## src/rtl/decode_queue_if.sv

```systemverilog
// Handshake bundle for decode_queue: fetch-side push port and rename/issue-side pop port.
interface decode_queue_if #(
  parameter int unsigned LANES = 2
);
  logic                  in_valid;
  logic                  in_ready;
  logic [32*LANES-1:0]   in_instr;
  logic [LANES-1:0]      in_lane_valid;
  logic                  out_valid;
  logic                  out_ready;
  logic [4*LANES-1:0]    out_op;
  logic [4*LANES-1:0]    out_des;
  logic [4*LANES-1:0]    out_s1;
  logic [4*LANES-1:0]    out_s2;
  logic [5*LANES-1:0]    out_imm;
  logic [LANES-1:0]      out_lane_valid;
  logic [LANES-1:0]      out_illegal;

  modport slave (
    input  in_valid, in_instr, in_lane_valid, out_ready,
    output in_ready, out_valid, out_op, out_des, out_s1, out_s2,
           out_imm, out_lane_valid, out_illegal
  );

  modport master (
    output in_valid, in_instr, in_lane_valid, out_ready,
    input  in_ready, out_valid, out_op, out_des, out_s1, out_s2,
           out_imm, out_lane_valid, out_illegal
  );
endinterface

```

## src/rtl/decode_queue.sv

```systemverilog
// Multi-lane instruction decoder feeding a DEPTH-entry FIFO of decoded bundles,
// with optional strict-opcode checking, post-branch truncation and an issue counter.
module decode_queue #(
  parameter int unsigned LANES    = 2,
  parameter int unsigned DEPTH    = 4,
  parameter int unsigned STRICT   = 0,
  parameter int unsigned TRUNC_BR = 0,
  parameter int unsigned CNT_W    = 16
) (
  input  logic             clk,
  input  logic             reset,
  decode_queue_if.slave    bus,
  output logic [CNT_W-1:0] issued_cnt
);

  localparam int unsigned PW = $clog2(DEPTH);
  localparam int unsigned SW = CNT_W + 4;

  typedef struct packed {
    logic [LANES-1:0]   ill;
    logic [LANES-1:0]   lv;
    logic [5*LANES-1:0] imm;
    logic [4*LANES-1:0] s2;
    logic [4*LANES-1:0] s1;
    logic [4*LANES-1:0] des;
    logic [4*LANES-1:0] op;
  } entry_t;

  entry_t            dec;
  entry_t            head;
  entry_t            mem_q [DEPTH];
  logic              br_seen;

  logic [PW-1:0]     wr_ptr_q, wr_ptr_d;
  logic [PW-1:0]     rd_ptr_q, rd_ptr_d;
  logic [PW:0]       cnt_q, cnt_d;
  logic              rdy_q;
  logic [CNT_W-1:0]  issued_q, issued_d;
  logic [SW-1:0]     pc, sum;
  logic              push, pop, empty;

  always_comb begin
    dec     = '0;
    br_seen = 1'b0;
    for (int unsigned i = 0; i < LANES; i++) begin
      if (bus.in_lane_valid[i]) begin
        dec.lv[i] = 1'b1;
        case (bus.in_instr[32*i+26 +: 6])
          6'b000000: begin
            dec.op[4*i +: 4]  = 4'b1000;
            dec.des[4*i +: 4] = bus.in_instr[32*i+22 +: 4];
            dec.s1[4*i +: 4]  = bus.in_instr[32*i+18 +: 4];
            dec.s2[4*i +: 4]  = bus.in_instr[32*i+14 +: 4];
          end
          6'b100011: begin
            dec.op[4*i +: 4]  = 4'b0100;
            dec.des[4*i +: 4] = bus.in_instr[32*i+22 +: 4];
            dec.s1[4*i +: 4]  = bus.in_instr[32*i+18 +: 4];
            dec.imm[5*i +: 5] = bus.in_instr[32*i+9 +: 5];
          end
          6'b101011: begin
            dec.op[4*i +: 4]  = 4'b0010;
            dec.s1[4*i +: 4]  = bus.in_instr[32*i+18 +: 4];
            dec.s2[4*i +: 4]  = bus.in_instr[32*i+14 +: 4];
            dec.imm[5*i +: 5] = bus.in_instr[32*i+9 +: 5];
          end
          default: begin
            if (STRICT == 0 || bus.in_instr[32*i+26 +: 6] == 6'b000100) begin
              dec.op[4*i +: 4]  = 4'b0001;
              dec.s1[4*i +: 4]  = bus.in_instr[32*i+18 +: 4];
              dec.s2[4*i +: 4]  = bus.in_instr[32*i+14 +: 4];
              dec.imm[5*i +: 5] = bus.in_instr[32*i+9 +: 5];
            end else begin
              dec.ill[i] = 1'b1;
            end
          end
        endcase
      end
      // Truncated lanes are scrubbed entirely, illegal flag included.
      if (TRUNC_BR != 0 && br_seen) begin
        dec.op[4*i +: 4]  = '0;
        dec.des[4*i +: 4] = '0;
        dec.s1[4*i +: 4]  = '0;
        dec.s2[4*i +: 4]  = '0;
        dec.imm[5*i +: 5] = '0;
        dec.lv[i]         = 1'b0;
        dec.ill[i]        = 1'b0;
      end else if (dec.lv[i] && dec.op[4*i +: 4] == 4'b0001) begin
        br_seen = 1'b1;
      end
    end
  end

  assign empty        = (cnt_q == '0);
  assign bus.in_ready = rdy_q && (cnt_q != (PW+1)'(DEPTH));
  assign bus.out_valid = !empty;
  assign push         = bus.in_valid && bus.in_ready;
  assign pop          = bus.out_valid && bus.out_ready;
  assign head         = empty ? '0 : mem_q[rd_ptr_q];

  assign bus.out_op         = head.op;
  assign bus.out_des        = head.des;
  assign bus.out_s1         = head.s1;
  assign bus.out_s2         = head.s2;
  assign bus.out_imm        = head.imm;
  assign bus.out_lane_valid = head.lv;
  assign bus.out_illegal    = head.ill;
  assign issued_cnt         = issued_q;

  always_comb begin
    wr_ptr_d = push ? wr_ptr_q + PW'(1) : wr_ptr_q;
    rd_ptr_d = pop  ? rd_ptr_q + PW'(1) : rd_ptr_q;
    case ({push, pop})
      2'b10:   cnt_d = cnt_q + (PW+1)'(1);
      2'b01:   cnt_d = cnt_q - (PW+1)'(1);
      default: cnt_d = cnt_q;
    endcase
    pc = '0;
    for (int unsigned i = 0; i < LANES; i++) begin
      pc = pc + SW'(head.lv[i]);
    end
    sum      = SW'(issued_q) + pc;
    issued_d = issued_q;
    if (pop) begin
      issued_d = (sum[SW-1:CNT_W] != '0) ? '1 : sum[CNT_W-1:0];
    end
  end

  always_ff @(posedge clk or posedge reset) begin
    if (reset) begin
      wr_ptr_q <= '0;
      rd_ptr_q <= '0;
      cnt_q    <= '0;
      rdy_q    <= 1'b0;
      issued_q <= '0;
    end else begin
      wr_ptr_q <= wr_ptr_d;
      rd_ptr_q <= rd_ptr_d;
      cnt_q    <= cnt_d;
      rdy_q    <= 1'b1;
      issued_q <= issued_d;
    end
  end

  always_ff @(posedge clk) begin
    if (push) begin
      mem_q[wr_ptr_q] <= dec;
    end
  end

endmodule

```

## src/flat_wrapper.sv

```systemverilog
// flat-port wrapper written by rule: the top's interface ports become plain ports
module decode_queue_flat 
#(
  parameter int unsigned LANES    = 2,
  parameter int unsigned DEPTH    = 4,
  parameter int unsigned STRICT   = 0,
  parameter int unsigned TRUNC_BR = 0,
  parameter int unsigned CNT_W    = 16
)
  (clk, reset, issued_cnt, bus_in_valid, bus_in_instr, bus_in_lane_valid, bus_out_ready, bus_in_ready, bus_out_valid, bus_out_op, bus_out_des, bus_out_s1, bus_out_s2, bus_out_imm, bus_out_lane_valid, bus_out_illegal);
  decode_queue_if #(.LANES(LANES)) bus_i ();
  input  logic clk;
  input  logic reset;
  output logic [CNT_W-1:0] issued_cnt;
  input wire logic [$bits(bus_i.in_valid)-1:0] bus_in_valid;
  input wire logic [$bits(bus_i.in_instr)-1:0] bus_in_instr;
  input wire logic [$bits(bus_i.in_lane_valid)-1:0] bus_in_lane_valid;
  input wire logic [$bits(bus_i.out_ready)-1:0] bus_out_ready;
  output wire logic [$bits(bus_i.in_ready)-1:0] bus_in_ready;
  output wire logic [$bits(bus_i.out_valid)-1:0] bus_out_valid;
  output wire logic [$bits(bus_i.out_op)-1:0] bus_out_op;
  output wire logic [$bits(bus_i.out_des)-1:0] bus_out_des;
  output wire logic [$bits(bus_i.out_s1)-1:0] bus_out_s1;
  output wire logic [$bits(bus_i.out_s2)-1:0] bus_out_s2;
  output wire logic [$bits(bus_i.out_imm)-1:0] bus_out_imm;
  output wire logic [$bits(bus_i.out_lane_valid)-1:0] bus_out_lane_valid;
  output wire logic [$bits(bus_i.out_illegal)-1:0] bus_out_illegal;
  assign bus_i.in_valid = bus_in_valid;
  assign bus_i.in_instr = bus_in_instr;
  assign bus_i.in_lane_valid = bus_in_lane_valid;
  assign bus_i.out_ready = bus_out_ready;
  assign bus_in_ready = bus_i.in_ready;
  assign bus_out_valid = bus_i.out_valid;
  assign bus_out_op = bus_i.out_op;
  assign bus_out_des = bus_i.out_des;
  assign bus_out_s1 = bus_i.out_s1;
  assign bus_out_s2 = bus_i.out_s2;
  assign bus_out_imm = bus_i.out_imm;
  assign bus_out_lane_valid = bus_i.out_lane_valid;
  assign bus_out_illegal = bus_i.out_illegal;
  decode_queue #(.LANES(LANES), .DEPTH(DEPTH), .STRICT(STRICT), .TRUNC_BR(TRUNC_BR), .CNT_W(CNT_W)) u_core (.clk(clk), .reset(reset), .bus(bus_i), .issued_cnt(issued_cnt));
endmodule
```

## config.mk

```make
export PLATFORM = sky130hd
export DESIGN_NAME = decode_queue_flat
export DESIGN_NICKNAME = d
export VERILOG_FILES = /design/src/rtl/decode_queue_if.sv /design/src/rtl/decode_queue.sv /design/src/flat_wrapper.sv
export SDC_FILE = /design/constraint.sdc
export NUM_CORES = 1
export LEC_CHECK = 0
export BUFFER_PORTS_ARGS = -buffer_cell sky130_fd_sc_hd__buf_2
export CORE_UTILIZATION = 50
export DETAILED_ROUTE_END_ITERATION = 7
export PLACE_DENSITY = 0.75
export SYNTH_ARGS = -nofsm -noshare
export SYNTH_HDL_FRONTEND = slang
export SYNTH_SLANG_ARGS = --single-unit
export TNS_END_PERCENT = 10
```

## constraint.sdc

```tcl
create_clock -name clk -period 3.7 [get_ports clk]
set_clock_uncertainty 0.2 [all_clocks]
set_input_delay 0 -clock clk [delete_from_list [all_inputs] [get_ports clk]]
set_output_delay 0 -clock clk [all_outputs]
set_load 0.01 [all_outputs]
```

==> results of run 1 <==
## final timing paths
path	from	to	slack [ns]
max	u_core.rd_ptr_q[0]	u_core.issued_cnt[14]	0.30
max in group asynchronous	reset	u_core.rd_ptr_q[0]	2.52
max reg2reg	u_core.rd_ptr_q[0]	u_core.issued_cnt[14]	0.30
min reg2reg	u_core.issued_cnt[0]	u_core.issued_cnt[0]	0.34
min in group asynchronous	reset	u_core.issued_cnt[11]	0.12
min	bus_in_instr[58]	u_core.mem_q[1][5]	0.02
## synthesized netlist by cell type
cell	number
o21a_1	1
nand2_1	19
nand3b_1	1
xnor2_1	12
nand3_1	5
or4_1	1
nand4_1	5
and2_1	25
nor4_1	5
mux2i_1	1
o211ai_1	1
nor3b_1	1
buf_4	8
nor3_4	1
nand4b_1	1
nor2_1	13
xor2_1	2
and2b_2	14
nand2b_1	2
nor3_2	1
a31oi_1	1
o31ai_4	1
mux4_2	44
a21oi_1	6
a211oi_1	1
and3_1	18
clkbuf_1	9
edfxtp_1	176
fa_1	2
mux2_2	4
o21ai_0	4
nor3_1	4
nor2b_1	14
dfrtp_1	24
buf_2	3
nor4b_1	1
conb_1	2
inv_1	20
ha_1	8
and2b_1	18
## metal layers
metal,GRT usage [%],share of wire [%],vias to the layer above
met4,7.11,1.3,0
met3,4.90,5.6,22
li1,-,-,2178
met2,35.7,52,157
met5,0,0,-
met1,26.9,41,2489
## layout make-up
class / instances / area (um^2)
multi-input combinational: 240 / 2350
clock inverter: 13 / 145
tap: 220 / 275
sequential: 200 / 5890
inverter: 20 / 75.1
timing repair buffer: 180 / 1200
fill: 1173 / 6160
clock buffer: 19 / 433
## stage by stage
step	util, %	std cells
finish	62.7	892
global route	62.7	892
CTS	62.7	891
detailed placement	56.1	808
global placement	56.1	808
floorplan	-	480
## critical path, delay by kind of cell (launching register included)
kind          cells  cell delay (ns)
mux               2             0.78
flops             1             0.44
fa+ha+maj         3             0.85
simple gates      4             0.95
buf+inv           1             0.06
## flip-flops by register name (all words and copies together) (netlist names)
| name | cells |
|---|---|
| u_core.mem_q | 176 |
| u_core.issued_cnt | 16 |
| u_core.cnt_q | 3 |
| u_core.rd_ptr_q | 2 |
| u_core.wr_ptr_q | 2 |
| u_core.rdy_q | 1 |
## power groups by stage
stage	Clock, mW	Sequential [mW]	Combinational, mW
floorplan	0	2.92	1.64
detailed placement	0	2.95	2.42
CTS	1.85	2.91	2.48
global placement	0	2.93	2.38
finish	1.82	2.90	2.44
global route	1.94	2.93	2.66
## kinds of logic after synthesis
family,after synthesis
AND/OR/NAND/NOR,149
adder cells (fa/ha/maj),10
XOR/XNOR,14
AO/OA/AOI/OAI,15
flip-flops,200
multiplexers,49
buffers and inverters,40
other,2
## timing repair
item | 4_1_cts | 5_1_grt
setup buffers | 0 | 1
hold buffers | 51 | 0
setup endpoints to repair | 0 | 12
hold endpoints to repair | 198 | 0
==> impl_results.md, run 1 <==
* Part of the power in registers at 40.5%
* Post-synthesis sequential area ratio at 70.0%
* P_int at slightly below 5 mW
* Relative slew margins at 39.2%
* Number of max-cap violations at 0
* Drt initial violations at 314
* Port-buffer cells at 113
* Hold Path Stages at 4
* Share of the synthesized area in the top cell type at between 60% and 70%
* Num CTS Buffers at 17
* Sw Pwr at approximately 2.2 mW
* Die height at around 130 um
* Fin Hold WS at approximately 0.021 ns
* Multiplexer area fraction after synthesis at between 10% and 20%
* Post-Route Setup TNS at 0 ns
* Most used cell along the critical path: ha_1
* Crit path largest cell delay at roughly 0.49 ns
* Comb pwr share at 34.0%
* Width of the chip at 132 um
* Routability congestion estimate at 0.760
* Post-synthesis compound-gate area fraction at 1.19%
* Ant diodes at 0
* Clock Power Share at 25.5%
* CTS clk-pin slew, worst paths at ~0.07 ns
* LEAKAGE at between 3 and 4 nW
* Cell Chain, Critical Path: mux4_2 > and2b_2 > ha_1 > ha_1 > inv_1 > fa_1 > nand3b_1 > nor2_1 > nand4_1 > mux2_2
* Clock buffer depth at 2
* Commonest non-fill, non-tap cell in the layout: edfxtp_1
* GRT Total Usage at 21.1%
* Slowest CP cell: mux4_2
* Req. time, crit path at 3.81 ns
* Maximum vdd ir drop at ~0.41 mV
* Via count at 4846
* Initial cell density of the core at 50.9%
* # setup viols final at 0
* Setup ws final at between 0.3 and 0.4 ns
* Nets at between 700 and 800
* Worst setup EP type: flop
* Main combinational cell family by area after synthesis: multiplexers
* Total Wirelength at 17.1 mm
* Syn. warnings at 0
* TritonCTS clock tree: done
* Total power at 7.16 mW
* Per-cell routed wire length at 19.2 um
* RSZ-0062 raised after global routing: false
* Initial antenna violation count at 0
* Grt ovf at 0
* Area delta synth->final at 23.3%
* Count of cell types in the netlist at 40
* Placed Instance Area at 9270 um^2
* Critical Path Start Type: flop
* HPWL Detailed at 10.4 mm
* Synth area leader: edfxtp_1
* DRC at 0
* Cell Area, Synth at 8410 um^2
* Row cnt at 47
* Clk sink count at 200
* Critical Path AT at 3.51 ns
* Avg Cell Area, Syn at 17.6 um^2
* Minimum clock period at 3.40 ns
* Total die area at 17300 um^2
* Commonest cells after routing, fill and taps aside: edfxtp_1, buf_2, dlygate4sd3_1, mux4_2, and2_1
* Maximum number of pins on one net before global-route repair at 31
* Pre-Repair DR Iteration Count at 6
* First-pass GRT wire length at between 20 and 30 mm
* Outcome: finished, final reports clean
* Worst min path class: input port to flop
* Sw Ratio at 30.7%
* Simple-gate portion of the synthesized area at 11.0%
* Layout Cell Area excl Fill at 10400 um^2
* Fin. Hold Viols at 0
* Flops & latches, synth at 200
* Core region area at roughly 17000 um^2
* Worst Max-Slew Pin Slew at 0.911 ns
* WS Path Type: flop to flop
* Critical Path Fanout Max at 5
* Drt via density at 5.43
* Synth Area in XOR/XNOR at 1.46%
* Vias in the first global route at around 5000
* Post-CTS Resized at 0
* Synth Area in Adders at 1.67%
* Top cells by area, synth: edfxtp_1, mux4_2, dfrtp_1
* Clock root buffer: clkbuf_16
* Worst-case reg-to-reg path depth at 10
* ANT nets after route at 0
* Power Density at 691 nW/um^2
* Worst-Skew Late Latency at 0.42 ns
* H-tree depth at 4
* Crit share post-route at approximately nine tenths
* Dpl ws at -0.00157 ns
* Io pins at 134
* Final Max Tran Viols at 0
* Max frequency at approximately 290 MHz
* Layout cells sized above 1 at 34.2%
* Post-Synthesis Cells at 479
Power figures use the tool's default switching activity.
==> inputs of run 2 (changes only) <==
--- a/config.mk
+++ b/config.mk
@@ -5,10 +5,12 @@
 export SDC_FILE = /design/constraint.sdc
 export NUM_CORES = 1
 export LEC_CHECK = 0
+export ABC_AREA = 1
 export BUFFER_PORTS_ARGS = -buffer_cell sky130_fd_sc_hd__buf_2
-export CORE_UTILIZATION = 50
+export CAP_MARGIN = 0
+export CORE_UTILIZATION = 45
 export DETAILED_ROUTE_END_ITERATION = 7
-export PLACE_DENSITY = 0.75
+export PLACE_DENSITY = 0.68
 export SYNTH_ARGS = -nofsm -noshare
 export SYNTH_HDL_FRONTEND = slang
 export SYNTH_SLANG_ARGS = --single-unit
==> impl_results.md, run 2 <==
* Outcome: finished, final reports clean
* Die height at between 100 and 150 um
* Count of cell types in the netlist at 31
* Comb pwr share at 38.0%
* Number of max-cap violations at 0
* Power Density at 686 nW/um^2
* Synth area leader: edfxtp_1
* Maximum vdd ir drop at approximately 0.37 mV
* Most numerous cell in the Yosys netlist: nor2_1
* Post-synthesis sequential area ratio at 66.7%
* Clk sink count at 200
* Share of the synthesized area in the top cell type at 59.9%
* Post-synth EDFFs at 176
* Syn. warnings at 0
* Io pins at between 100 and 150
* Critical Path AT at 3.01 ns
* Part of the power in registers at 38.9%
* P_int at 4.62 mW
* Per-cell routed wire length at 15.2 um
* Clock buffer depth at 2
* LEAKAGE at 4.32 nW
* Flops & latches, synth at 200
* Post-Synthesis Cells at 836
* Port-buffer cells at 113
* Initial cell density of the core at 46.6%
* Minimum clock period at 2.85 ns
* Via count at 6232
* CTS clk-pin slew, worst paths at 0.07 ns
* Pre-Repair DR Iteration Count at 5
* Max FFs per register at around 180
* Largest reg by FF count: u_core.mem_q
* Vias in the first global route at just over 6000
* Async set-or-reset flop fraction in the synthesized netlist at 12.0%
* Sw Ratio at around 38%
* Nets at 1082
* Clock root buffer: clkbuf_16
* Worst R2R Start: u_core.rd_ptr_q[1]
* Max frequency at 351 MHz
* Postcts setup bufs at 0
* Ant diodes at 0
* Relative slew margins at 37.5%
* Req. time, crit path at 3.87 ns
* Worst-case reg-to-reg path depth at 15
* Layout cells sized above 1 at 18.3%
* Clock Power Share at 23.0%
* RSZ-0062 raised after global routing: false
* Num CTS Buffers at 17
* Routability congestion estimate at between 0.7 and 0.8
* Total Wirelength at 19.4 mm
* Fin. Hold Viols at 0
* Setup crit start: u_core.rd_ptr_q[1]
* Worst-Skew Late Latency at about 0.43 ns
* First-pass GRT wire length at 30.9 mm
* Number of fill cells at 1600
* Sw Pwr at 2.79 mW
* ANT nets after route at 0
* Grt ovf at 0
* Crit share post-route at 76.9%
* Final Max Tran Viols at 0
* Avg Cell Area, Syn at 10.6 um^2
* HPWL Detailed at about 12 mm
* Cell Area, Synth at 8830 um^2
* Drt via density at 4.89
* Maximum number of pins on one net before global-route repair at 81
* Initial antenna violation count at 0
* Commonest cells post-synth: nor2_1, edfxtp_1, o21ai_0, inv_1, nand2_1
* Total die area at 20200 um^2
* Area delta synth->final at 22.2%
* Reg2reg setup slack at 0.85 ns
* Worst setup EP type: flop
* Width of the chip at 142 um
* Commonest cells after routing, fill and taps aside: nor2_1, edfxtp_1, buf_2, o21ai_0, inv_1
* Top_reg_cell synth: edfxtp_1
* GRT Total Usage at a little over 20%
* Core region area at 19000 um^2
* WS Path Type: flop to flop
* Layout Cell Area excl Fill at 10800 um^2
* # setup viols final at 0
* Critical Path Start Type: flop
* Commonest non-fill, non-tap cell in the layout: nor2_1
* H-tree depth at 4
* Post-Route Setup TNS at 0 ns
* R2r endpoint: u_core.issued_cnt[8]
* TritonCTS clock tree: done
* Placed Instance Area at 9670 um^2
* Drt initial violations at 339
* DRC at 0
* Fin Hold WS at about 0.12 ns
* Row cnt at 50
* Critical Path Fanout Max at 15
* Total power at 7.40 mW
* Top cells by area, synth: edfxtp_1, nor2_1, dfrtp_1
* Worst Max-Slew Pin Slew at about 0.94 ns
* Worst min path class: input port to asynchronous set/reset pin
==> run 2: kinds of logic after synthesis <==
logic type | synth area share [%]
AND/OR/NAND/NOR | 17.1
flip-flops | 66.7
AO/OA/AOI/OAI | 8.19
buffers and inverters | 5.71
adder cells (fa/ha/maj) | 1.59
XOR/XNOR | 0.694
other | 0.0851
==> run 2: layer usage <==
metal / routed length [um] / vias up / track usage, %
met5: 0 / - / 0
met4: 286 / 0 / 6.96
met3: 867 / 23 / 3.47
met2: 9410 / 150 / 34.2
met1: 8790 / 2929 / 26.5
li1: - / 3130 / -
==> run 2: how the worst max path moves through the flow <==
stage	end	slack [ns]	cells past startpoint
after floorplan	u_core.mem_q[0][0]	0.36	4
after global placement	u_core.issued_cnt[8]	0.89	15
after detailed placement	u_core.issued_cnt[13]	0.85	15
after CTS	u_core.issued_cnt[8]	0.81	15
after global routing	u_core.issued_cnt[5]	0.53	15
final	u_core.issued_cnt[8]	0.85	15
==> run 2: power groups by stage <==
| stage | Combinational (mW) | Sequential (mW) | Clock, mW |
|---|---|---|---|
| 4_1_cts | 2.87 | 2.89 | 1.73 |
| 3_3_place_gp | 2.77 | 2.93 | 0 |
| 2_1_floorplan | 1.87 | 2.89 | 0 |
| 3_5_place_dp | 2.81 | 2.93 | 0 |
| 5_1_grt | 3.19 | 2.91 | 1.83 |
| 6_report | 2.82 | 2.88 | 1.70 |
==> run 2: final cells by class <==
class                   instances  area (um^2)  share of cell area, %
flip-flops and latches        200         5890                   54.6
multi-input cells             523         2470                   22.9
repair buffers                185         1280                   11.8
clock buffers                  17          425                   3.94
well taps                     260          325                   3.02
inverters                      75          282                   2.61
clock inverters                15          115                   1.07
==> run 2: critical path, stage by stage (launching register included) <==
cell and delay (ns):
dfrtp_2 0.57, inv_2 0.08, nor2_1 0.10, o21ai_0 0.08
a21oi_1 0.20, ha_1 0.16, ha_1 0.17, inv_1 0.06
fa_1 0.41, inv_1 0.13, nand3_1 0.08, nor2_1 0.13
nand2_2 0.09, nor2_2 0.12, nand2_2 0.12, nand3_1 0.11
==> run 2: what timing repair did <==
| action | 4_1_cts | 5_1_grt |
|---|---|---|
| endpoints found under the hold margin | 209 | 0 |
| hold buffers | 58 | 0 |
| setup endpoints to repair | 0 | 0 |
| gates resized for setup | 0 | 0 |
==> run 2: through the flow <==
step / utilization, % / worst slack, ns / std cells
3_5_place_dp: 51.0 / 0.849 / 1185
3_3_place_gp: 51.0 / 0.889 / 1185
4_1_cts: 56.9 / 0.811 / 1275
6_report: 56.9 / 0.854 / 1275
5_1_grt: 56.9 / 0.525 / 1275
2_1_floorplan: - / 0.365 / 837
==> inputs of run 3 (changes only) <==
--- a/config.mk
+++ b/config.mk
@@ -10,7 +10,7 @@
 export CAP_MARGIN = 0
 export CORE_UTILIZATION = 45
 export DETAILED_ROUTE_END_ITERATION = 7
-export PLACE_DENSITY = 0.68
+export PLACE_DENSITY = 0.65
 export SYNTH_ARGS = -nofsm -noshare
 export SYNTH_HDL_FRONTEND = slang
 export SYNTH_SLANG_ARGS = --single-unit
==> constraint.sdc (replaced) <==
create_clock -name clk -period 2.7 [get_ports clk]
set_clock_uncertainty 0.2 [all_clocks]
set_input_delay 0 -clock clk [delete_from_list [all_inputs] [get_ports clk]]
set_output_delay 0 -clock clk [all_outputs]
set_load 0.01 [all_outputs]
==> impl_results.md, run 3 (synthesis results as in run 2) <==
* Outcome: complete, but fails checks
* Violated checks: negative setup slack
* Setup crit start: u_core.rd_ptr_q[0]
* Critical Path Start Type: flop
* Worst Hold Launch: bus_in_instr[50]
* Commonest non-fill, non-tap cell in the layout: nor2_1
* Drt initial violations at 490
* Number of fill cells at 1564
* Routability congestion estimate at 0.846
* Port-buffer cells at 113
* Total die area at 20200 um^2
* Slowest CP cell: dfrtp_4
* Drt via density at 4.93
* Clock root buffer: clkbuf_16
* Maximum number of pins on one net before global-route repair at 60
* Row cnt at 50
* Power Density at roughly 950 nW/um^2
* Layout Cell Area excl Fill at 11000 um^2
* Vias in the first global route at 6143
* Via count at roughly 6400
* Number of max-cap violations at 0
* Max FFs per register at 176
* Worst setup EP type: flop
* WS Path Type: flop to flop
* Ant diodes at 0
* Relative slew margins at 64.0%
* Per-cell routed wire length at about 16 um
* Grt ovf at 0
* Setup ws final at -0.0170 ns
* Worst Max-Slew Pin Slew at 0.535 ns
* Nets at 1098
* Die height at 142 um
* Layout cells sized above 1 at 20.6%
* Non-Filler Instances at 1290
* LEAKAGE at 4.43 nW
* Critical Path AT at ~2.8 ns
* TritonCTS clock tree: done
* DRC at 0
* First-pass GRT wire length at 31.2 mm
* Total Wirelength at about 20 mm
* Maximum vdd ir drop at between 0.5 and 0.6 mV
* Placed Instance Area at 9770 um^2
* Final Max Tran Viols at 0
* Largest reg by FF count: u_core.mem_q
* Clock buffer depth at 2
* Commonest cells after routing, fill and taps aside: nor2_1, edfxtp_1, buf_2, o21ai_0, inv_1
* # setup viols final at 6
* Crit share post-route at 101%
* Initial antenna violation count at 0
* Core region area at 19000 um^2
* Num CTS Buffers at 17
* ANT nets after route at 0
* Minimum clock period at 2.72 ns
* Cell Chain, Critical Path: nor2_1 > nor2_1 > o21ai_0 > a21oi_1 > ha_1 > ha_2 > inv_2 > fa_2 > inv_2 > buf_4 > nand2_4 > nor2_8 > nand3_2 > nand2_2 > nand3_2
* Initial cell density of the core at 46.6%
* Fin. Hold Viols at 0
* Width of the chip at 142 um
* Post-Route Setup TNS at -0.0416 ns
* H-tree depth at 4
* Max frequency at 368 MHz
* GRT Total Usage at 20.6%
* Dpl cells at 1199
* Io pins at ~130
* Worst R2R Start: u_core.rd_ptr_q[0]
* Req. time, crit path at about 2.8 ns
* Worst min path class: input port to flop
* Worst-Skew Late Latency at 0.42 ns
* CTS clk-pin slew, worst paths at about 0.07 ns
* Pre-Repair DR Iteration Count at 5
* RSZ-0062 raised after global routing: true
* Area delta synth->final at 24.4%
* Clk sink count at 200
* Crit path largest cell delay at 0.53 ns
* HPWL Detailed at roughly 12 mm
* Critical Path Fanout Max at 7
==> run 3: cell count changes in the layout (fill, tap and decap cells not counted), moves of 3 or more <==
| cell | before | now |
|---|---|---|
| buf_4 | 12 | 28 |
| nand2_1 | 68 | 65 |
| nor2_4 | 6 | 10 |
| nor2_1 | 234 | 231 |
| inv_6 | 7 | 0 |
==> run 3: power by group <==
part / internal (mW) / total (mW) / switching [mW]
Clock: 1.26 / 2.32 / 1.06
Sequential: 3.75 / 3.93 / 0.177
Combinational: 1.56 / 4.18 / 2.63
==> run 3: critical path: cells and delay by family, from the launching register on <==
family	cells	cell delay (ns)
and+or+nand+nor	7	0.59
buffers and inverters	3	0.24
adders and majority gates	3	0.86
AOI/OAI and AO/OA	2	0.17
DFF	1	0.53
==> run 3: final timing paths <==
check | cells after the start | slack (ns) | end
worst max-delay path | 15 | -0.02 | u_core.issued_cnt[8]
max in group asynchronous | 5 | 1.28 | u_core.issued_cnt[3]
worst min-delay path | 4 | 0.24 | u_core.mem_q[3][20]
min in group asynchronous | 4 | 0.45 | u_core.cnt_q[2]
worst min register to register | 2 | 0.35 | u_core.issued_cnt[0]
worst max register to register | 15 | -0.02 | u_core.issued_cnt[8]
==> run 3: repair_timing <==
action / in CTS / in global routing
endpoints found under the setup margin: 16 / 16
hold buffers: 58 / 0
pin swaps: 1 / 15
gates cloned: 0 / 0
setup buffers: 2 / 0
endpoints found under the hold margin: 216 / 0
resized for setup: 2 / 21
==> run 3: through the flow <==
step / hold WS (ns) / total power [mW] / setup slack, ns / util (%)
6_report: 0.236 / 10.4 / -0.0170 / 57.9
5_1_grt: 0.244 / 11.1 / -0.187 / 57.9
4_1_cts: 0.222 / 10.5 / 0.00593 / 57.5
3_5_place_dp: -0.187 / 8.04 / -0.0548 / 51.6
3_3_place_gp: -0.192 / 7.99 / 0.0150 / 51.6
2_1_floorplan: -0.185 / 6.52 / -0.635 / -
==> run 3: area by class of cell <==
class | count | area [um^2] | area share (%)
Tap cell | 260 | 325 | 2.96
Clock inverter | 13 | 109 | 0.991
Multi-Input combinational cell | 523 | 2550 | 23.2
Timing Repair Buffer | 201 | 1400 | 12.7
Sequential cell | 200 | 5890 | 53.6
Inverter | 75 | 284 | 2.59
Clock buffer | 18 | 429 | 3.91
==> run 3: metal layers <==
metal,global-route usage (%),routed length [um],vias up
li1,-,-,3159
met5,0,0,-
met2,35.4,9830,155
met3,3.40,887,18
met1,26.5,9010,3024
met4,7.41,289,0
